===== config.mk =====
export PLATFORM = sky130hd
export DESIGN_NAME = chrom_eval_sequencer
export DESIGN_NICKNAME = d
export VERILOG_FILES = /design/src/rtl/chrom_eval_sequencer.sv
export SDC_FILE = /design/constraint.sdc
export NUM_CORES = 1
export LEC_CHECK = 0
export CORE_MARGIN = 5
export CORE_UTILIZATION = 40
export DETAILED_ROUTE_END_ITERATION = 12
export PLACE_DENSITY = 0.68
export SLEW_MARGIN = 20
export SYNTH_ARGS = -nofsm -noshare
export SYNTH_HDL_FRONTEND = slang
export SYNTH_SLANG_ARGS = --single-unit

===== constraint.sdc =====
create_clock -name clk_clk -period 3.1 [get_ports clk_clk]
set_input_delay 0.31 -clock clk_clk [delete_from_list [all_inputs] [get_ports clk_clk]]
set_output_delay 0.31 -clock clk_clk [all_outputs]
set_load 0.02 [all_outputs]

===== src/rtl/chrom_eval_sequencer.sv =====
// chrom_eval_sequencer
//
// Sequences one fitness evaluation of a chromosome. After a start request
// from the HPS, it fetches N sample words and the matching expected-output
// words from two RAMs. It applies each sample to the genetic circuit and waits
// for the circuit outputs. Masked output mismatches are counted per output in
// saturating counters, which are reported back together with a done flag.
//
// Handshake notes:
//   start_i          : level from the HPS; only a rising edge seen in IDLE
//                      starts a run.
//   done_o/done_ack_i: done_o stays high until done_ack_i=1 and start_i=0 in
//                      the same cycle.
//   eval_in_valid_o  : one-cycle strobe; eval_in_o holds until the next strobe.
//   eval_out_valid_i : one-cycle strobe; honoured only in APPLY or WAIT_OUT.
//
// Ports:
//   clk_clk, reset_reset_n             clock, async active-low reset
//   start_i, seq_count_i, valid_mask_i run setup (sampled on the start edge)
//   done_ack_i                         HPS acknowledge of done
//   ready_o, done_o, timeout_o         status
//   sample_index_o                     current / last sample index
//   mem_*  / cmem_*                    sample RAM / correct RAM read ports
//   eval_in_o, eval_in_valid_o         sample word to the circuit
//   eval_out_i, eval_out_valid_i       circuit outputs
//   error_sum_o                        counter j at [j*ERR_W +: ERR_W]
//   dbg_state_o                        current FSM state encoding
module chrom_eval_sequencer #(
  parameter int NUM_OUT = 8,
  parameter int ERR_W   = 32,
  parameter int ADDR_W  = 15,
  parameter int MEM_LAT = 1,
  parameter int TIMEOUT = 1024
) (
  input  logic                     clk_clk,
  input  logic                     reset_reset_n,
  input  logic                     start_i,
  input  logic [31:0]              seq_count_i,
  input  logic [NUM_OUT-1:0]       valid_mask_i,
  input  logic                     done_ack_i,
  output logic                     ready_o,
  output logic                     done_o,
  output logic                     timeout_o,
  output logic [31:0]              sample_index_o,
  output logic [ADDR_W-1:0]        mem_address_o,
  output logic                     mem_chipselect_o,
  output logic                     mem_clken_o,
  input  logic [31:0]              mem_readdata_i,
  output logic [ADDR_W-1:0]        cmem_address_o,
  output logic                     cmem_chipselect_o,
  output logic                     cmem_clken_o,
  input  logic [31:0]              cmem_readdata_i,
  output logic [31:0]              eval_in_o,
  output logic                     eval_in_valid_o,
  input  logic [NUM_OUT-1:0]       eval_out_i,
  input  logic                     eval_out_valid_i,
  output logic [NUM_OUT*ERR_W-1:0] error_sum_o,
  output logic [2:0]               dbg_state_o
);

  typedef enum logic [2:0] {
    S_IDLE     = 3'd0,
    S_FETCH    = 3'd1,
    S_WAIT_RD  = 3'd2,
    S_APPLY    = 3'd3,
    S_WAIT_OUT = 3'd4,
    S_ACCUM    = 3'd5,
    S_DONE     = 3'd6
  } state_t;

  localparam int          TW    = $clog2(TIMEOUT + 1);
  localparam logic [31:0] MAX_N = 32'd1 << ADDR_W;

  state_t                   r_state;
  state_t                   w_next;
  logic                     r_start_d;
  logic [31:0]              r_n;
  logic [31:0]              r_index;
  logic [NUM_OUT-1:0]       r_mask;
  logic [NUM_OUT-1:0]       r_exp;
  logic [NUM_OUT-1:0]       r_out;
  logic [31:0]              r_sample;
  logic [NUM_OUT*ERR_W-1:0] r_err;
  logic                     r_timeout;
  logic [7:0]               r_lat;
  logic [TW-1:0]            r_tcnt;

  logic        w_start_edge;
  logic        w_last_rd;
  logic        w_timeout_hit;
  logic        w_last_sample;
  logic [31:0] w_n_new;
  logic        w_unused;

  assign w_start_edge  = start_i & ~r_start_d;
  assign w_last_rd     = (r_lat == 8'(MEM_LAT - 1));
  assign w_timeout_hit = (r_tcnt == TW'(TIMEOUT - 1));
  assign w_last_sample = (r_index == (r_n - 32'd1));
  // Run length is clamped to the RAM depth.
  assign w_n_new       = (seq_count_i > MAX_N) ? MAX_N : seq_count_i;
  // Only the low NUM_OUT bits of an expected word map to circuit outputs.
  assign w_unused      = ^cmem_readdata_i[31:NUM_OUT];

  always_ff @(posedge clk_clk or negedge reset_reset_n) begin
    if (!reset_reset_n) r_state <= S_IDLE;
    else                r_state <= w_next;
  end

  always_comb begin
    w_next            = r_state;
    ready_o           = 1'b0;
    done_o            = 1'b0;
    mem_chipselect_o  = 1'b0;
    eval_in_valid_o   = 1'b0;
    case (r_state)
      S_IDLE: begin
        ready_o = 1'b1;
        if (w_start_edge) w_next = (w_n_new == 32'd0) ? S_DONE : S_FETCH;
      end
      S_FETCH: begin
        mem_chipselect_o = 1'b1;
        w_next           = S_WAIT_RD;
      end
      S_WAIT_RD: begin
        mem_chipselect_o = 1'b1;
        if (w_last_rd) w_next = S_APPLY;
      end
      S_APPLY: begin
        eval_in_valid_o = 1'b1;
        // A circuit with zero latency answers in the APPLY cycle itself.
        w_next = eval_out_valid_i ? S_ACCUM : S_WAIT_OUT;
      end
      S_WAIT_OUT: begin
        if (eval_out_valid_i)   w_next = S_ACCUM;
        else if (w_timeout_hit) w_next = S_DONE;
      end
      S_ACCUM: w_next = w_last_sample ? S_DONE : S_FETCH;
      S_DONE: begin
        done_o = 1'b1;
        // start_i must be low so that the next run needs a fresh edge.
        if (done_ack_i && !start_i) w_next = S_IDLE;
      end
      default: w_next = S_IDLE;
    endcase
  end

  always_ff @(posedge clk_clk or negedge reset_reset_n) begin
    if (!reset_reset_n) begin
      r_start_d <= 1'b0;
      r_n       <= '0;
      r_index   <= '0;
      r_mask    <= '0;
      r_exp     <= '0;
      r_out     <= '0;
      r_sample  <= '0;
      r_err     <= '0;
      r_timeout <= 1'b0;
      r_lat     <= '0;
      r_tcnt    <= '0;
    end else begin
      r_start_d <= start_i;
      case (r_state)
        S_IDLE: begin
          if (w_start_edge) begin
            r_n       <= w_n_new;
            r_mask    <= valid_mask_i;
            r_err     <= '0;
            r_index   <= '0;
            r_timeout <= 1'b0;
          end
        end
        S_FETCH: r_lat <= '0;
        S_WAIT_RD: begin
          r_lat <= r_lat + 8'd1;
          if (w_last_rd) begin
            r_sample <= mem_readdata_i;
            r_exp    <= cmem_readdata_i[NUM_OUT-1:0];
          end
        end
        S_APPLY: begin
          r_tcnt <= '0;
          if (eval_out_valid_i) r_out <= eval_out_i;
        end
        S_WAIT_OUT: begin
          if (eval_out_valid_i) begin
            r_out <= eval_out_i;
          end else begin
            r_tcnt <= r_tcnt + TW'(1);
            if (w_timeout_hit) r_timeout <= 1'b1;
          end
        end
        S_ACCUM: begin
          for (int j = 0; j < NUM_OUT; j++) begin
            if (r_mask[j] && (r_out[j] != r_exp[j]) &&
                (r_err[j*ERR_W +: ERR_W] != {ERR_W{1'b1}}))
              r_err[j*ERR_W +: ERR_W] <= r_err[j*ERR_W +: ERR_W] + ERR_W'(1);
          end
          // The index stays on the last sample so that it reports that sample afterwards.
          if (!w_last_sample) r_index <= r_index + 32'd1;
        end
        default: ;
      endcase
    end
  end

  assign timeout_o         = r_timeout;
  assign sample_index_o    = r_index;
  assign mem_address_o     = r_index[ADDR_W-1:0];
  assign mem_clken_o       = mem_chipselect_o;
  assign cmem_address_o    = r_index[ADDR_W-1:0];
  assign cmem_chipselect_o = mem_chipselect_o;
  assign cmem_clken_o      = mem_chipselect_o;
  assign eval_in_o         = r_sample;
  assign error_sum_o       = r_err;
  assign dbg_state_o       = r_state;

endmodule


==> qor.yml <==
synth-main-ff-cell: "dfrtp_1"
startpoint_type: "flip-flop"
setup_slack_ps: -43.0
grt_use_total_pct: 21.4
drt-initial-drc-count: 1037
fin_area_um2: 27700
layout.nets: 2697
max_stage_delay_ps: 530
path_class: "reg -> reg"
drive_gt1_share_pct: 11.2
clk_pin_slew_ps: 60
detail-route-antenna-nets: 0
syn_nets: 2203
yosys.area_share.simple_pct: 24.9
gp_congestion: 0.865
holdWs_ps: 268
yosys.area_share.xor_xnor_pct: 11.8
critPathBufInv: 1
final_common_cell: "clkdlybuf4s50_1"
min-delay-start: "valid_mask_i[6]"
drt_first_pass_iters: 5
root_buffer: "clkbuf_16"
slowest_stage: "or4_4"
reg2reg_from: "r_n[11]$_DFFE_PN0P_"
cts_sinks: 400
clock_path_buffers: 3
violations: "setup timing"
syn-instance-count: 2073
placed_area_um2: 25800
arrival_ps: 3630
synth_edf_count: 0
tightest_slew_ps: 786
core_um2: 50100
die-area_um2: 55200
ff2ff_setup_slack_ps: -40
async_flop_share_pct: 100
syn2layout_area_growth_pct: 36.8
drc_errors: 0
drt-total-wl_mm: 61.6
synth_compound_area_share_pct: 6.18
cp_cell_sequence: "or4_4 > or3_4 > nor4_4 > or3_1 > a31o_4 > nor2_4 > a21bo_4 > clkbuf_16 > or4_1 > o21ai_1"
cp-end-kind: "flip-flop"
viasPerCell: 5.29
skew_ps: 30.3
fmax_ghz: 0.318
cts_htree_levels: 2
routedWlPerCell_um: 18.8
die_h_um: 235
synthAdderAreaFrac_pct: 0.804
ys_seq_area_share_pct: 49.5
cts_buffers: 45
crit_fanout: 8
hold_path_end: "r_mask[6]$_DFFE_PN0P_"
r2r_end: "sample_index_o[26]$_DFFE_PN0P_"
ys_ff_latch: 400
cp.required_ps: 3590
syn_area_per_cell_um2: 9.76
post-place-cells: 3179
port_buffers: 453
hold_depth: 3
vias: 17300
rsz0062_at_grt: "true"
min_period_ps: 3140
grt_pass1_wl_mm: 98.3
finalSetupTns_ps: -146
cts_tree: "done"
yosys_warnings: 0
hpwlAfterDp_mm: 44.5
clk_latency_ps: 580
layout_common_cells: "clkdlybuf4s50_1, dfrtp_1, nor2_1"
final-hold-violation-count: 0
synth_cell_type_count: 68
start_util_pct: 40.4
finalNonFillerCells: 3275
io_pins: 478
slew_headroom_pct: 47.6
rr_worst_depth: 10
drv_cap: 0
place_ws_ps: -233
hold_path_class: "in -> reg"
synth_top_family_by_area: "simple AND/OR/NAND/NOR gates"
fp-row-count: 82
drv_slew: 0
leakage_nw: 12.0
antenna_found_initial: 7
grt_start_max_net_pins: 85
die_w_um: 235
syn-cell-area_um2: 20200
grt_pass1_vias: 17500
pwr_density_cell_nw_per_um2: 640
setup_viol: 7
synth_mux_area_share_pct: 3.48
vdd_drop_max_v: 0.000456
gr-total-overflow: 0
path_delay_family: "simple AND/OR/NAND/NOR gates"
status: "finished with violations"
timing.final.crit_share_pct: 101
[cell type report]
type	instances	area, um2
Clock buffer	62	1290
Antenna cell	4	10.0
Sequential cell	400	10000
Multi-Input combinational cell	1535	9770
Clock inverter	17	189
Inverter	33	124
Fill cell	4429	22400
Tap cell	672	841
Timing Repair Buffer	552	5450
[report_power, final]
group,total [mW],internal [mW],switching (mW)
Combinational,5.63,2.61,3.02
Sequential,6.72,5.96,0.759
Clock,5.38,3.17,2.22
Total,17.7,11.7,6.00
[flip-flops by register name, indices dropped and copies added (netlist names)]
register	cells
eval_in_o	32
r_n	32
dbg_state_o	3
r_out	8
r_exp	8
r_lat	8
r_tcnt	11
sample_index_o	32
error_sum_o	256
r_mask	8
r_start_d	1
timeout_o	1
[synth_stat cells (34+ instances only)]
cell	n	share of area (%)
a21oi_1	41	1.0
and3_1	63	1.9
and4_1	40	1.7
buf_4	34	1.3
clkbuf_1	60	1.1
dfrtp_1	400	49
mux2_2	51	2.8
nand2_1	191	3.5
nand3_1	118	2.9
nand4_1	79	2.4
nor2_1	298	5.5
o21ai_0	57	1.4
or3_1	35	1.1
xnor2_1	100	4.3
xor2_1	172	7.4
[metal layers]
metal | wire (um) | GRT usage, % | up-vias
met5 | 56 | 0 | -
li1 | - | - | 8173
met3 | 4250 | 5.92 | 111
met2 | 30600 | 37.0 | 505
met1 | 25000 | 26.2 | 8531
met4 | 1770 | 6.64 | 8
[worst max-delay path by stage]
stage	start	end	cells after the start
finish	r_n[11]$_DFFE_PN0P_	sample_index_o[26]$_DFFE_PN0P_	10
global route	r_n[11]$_DFFE_PN0P_	sample_index_o[3]$_DFFE_PN0P_	10
CTS	error_sum_o[78]$_DFFE_PN0P_	error_sum_o[73]$_DFFE_PN0P_	9
detailed placement	r_n[11]$_DFFE_PN0P_	dbg_state_o[1]$_DFFE_PN0P_	11
global placement	r_n[11]$_DFFE_PN0P_	dbg_state_o[1]$_DFFE_PN0P_	11
floorplan	r_n[0]$_DFFE_PN0P_	sample_index_o[2]$_DFFE_PN0P_	13
[what timing repair did]
action / in CTS / in global routing
endpoints found under the hold margin: 64 / 0
resized for setup: 6 / 43
pin swaps: 0 / 31
buffers inserted: 0 / 5
endpoints found under the setup margin: 35 / 51
hold buffers: 1 / 0
gates cloned: 0 / 7
[stage by stage]
| stage | util [%] | total power [mW] |
|---|---|---|
| after floorplan | - | 9.75 |
| after global placement | 51.5 | 12.1 |
| after detailed placement | 51.5 | 12.2 |
| after CTS | 54.6 | 17.7 |
| after global routing | 55.3 | 18.6 |
| final | 55.3 | 17.7 |
[worst reg2reg max path: cells and delay by family, from the launching register on]
family | cells | cell delay [ps]
buffers and inverters | 1 | 180
DFF | 1 | 400
AOI/OAI and AO/OA | 3 | 530
and+or+nand+nor | 6 | 1940
[cells by family after synthesis]
family | Yosys count
multiplexers | 64
adder cells (fa/ha/maj) | 13
flip-flops | 400
AO/OA/AOI/OAI | 192
AND/OR/NAND/NOR | 993
buffers and inverters | 139
XOR/XNOR | 272
No activity file was read; power rests on OpenSTA's default activity.
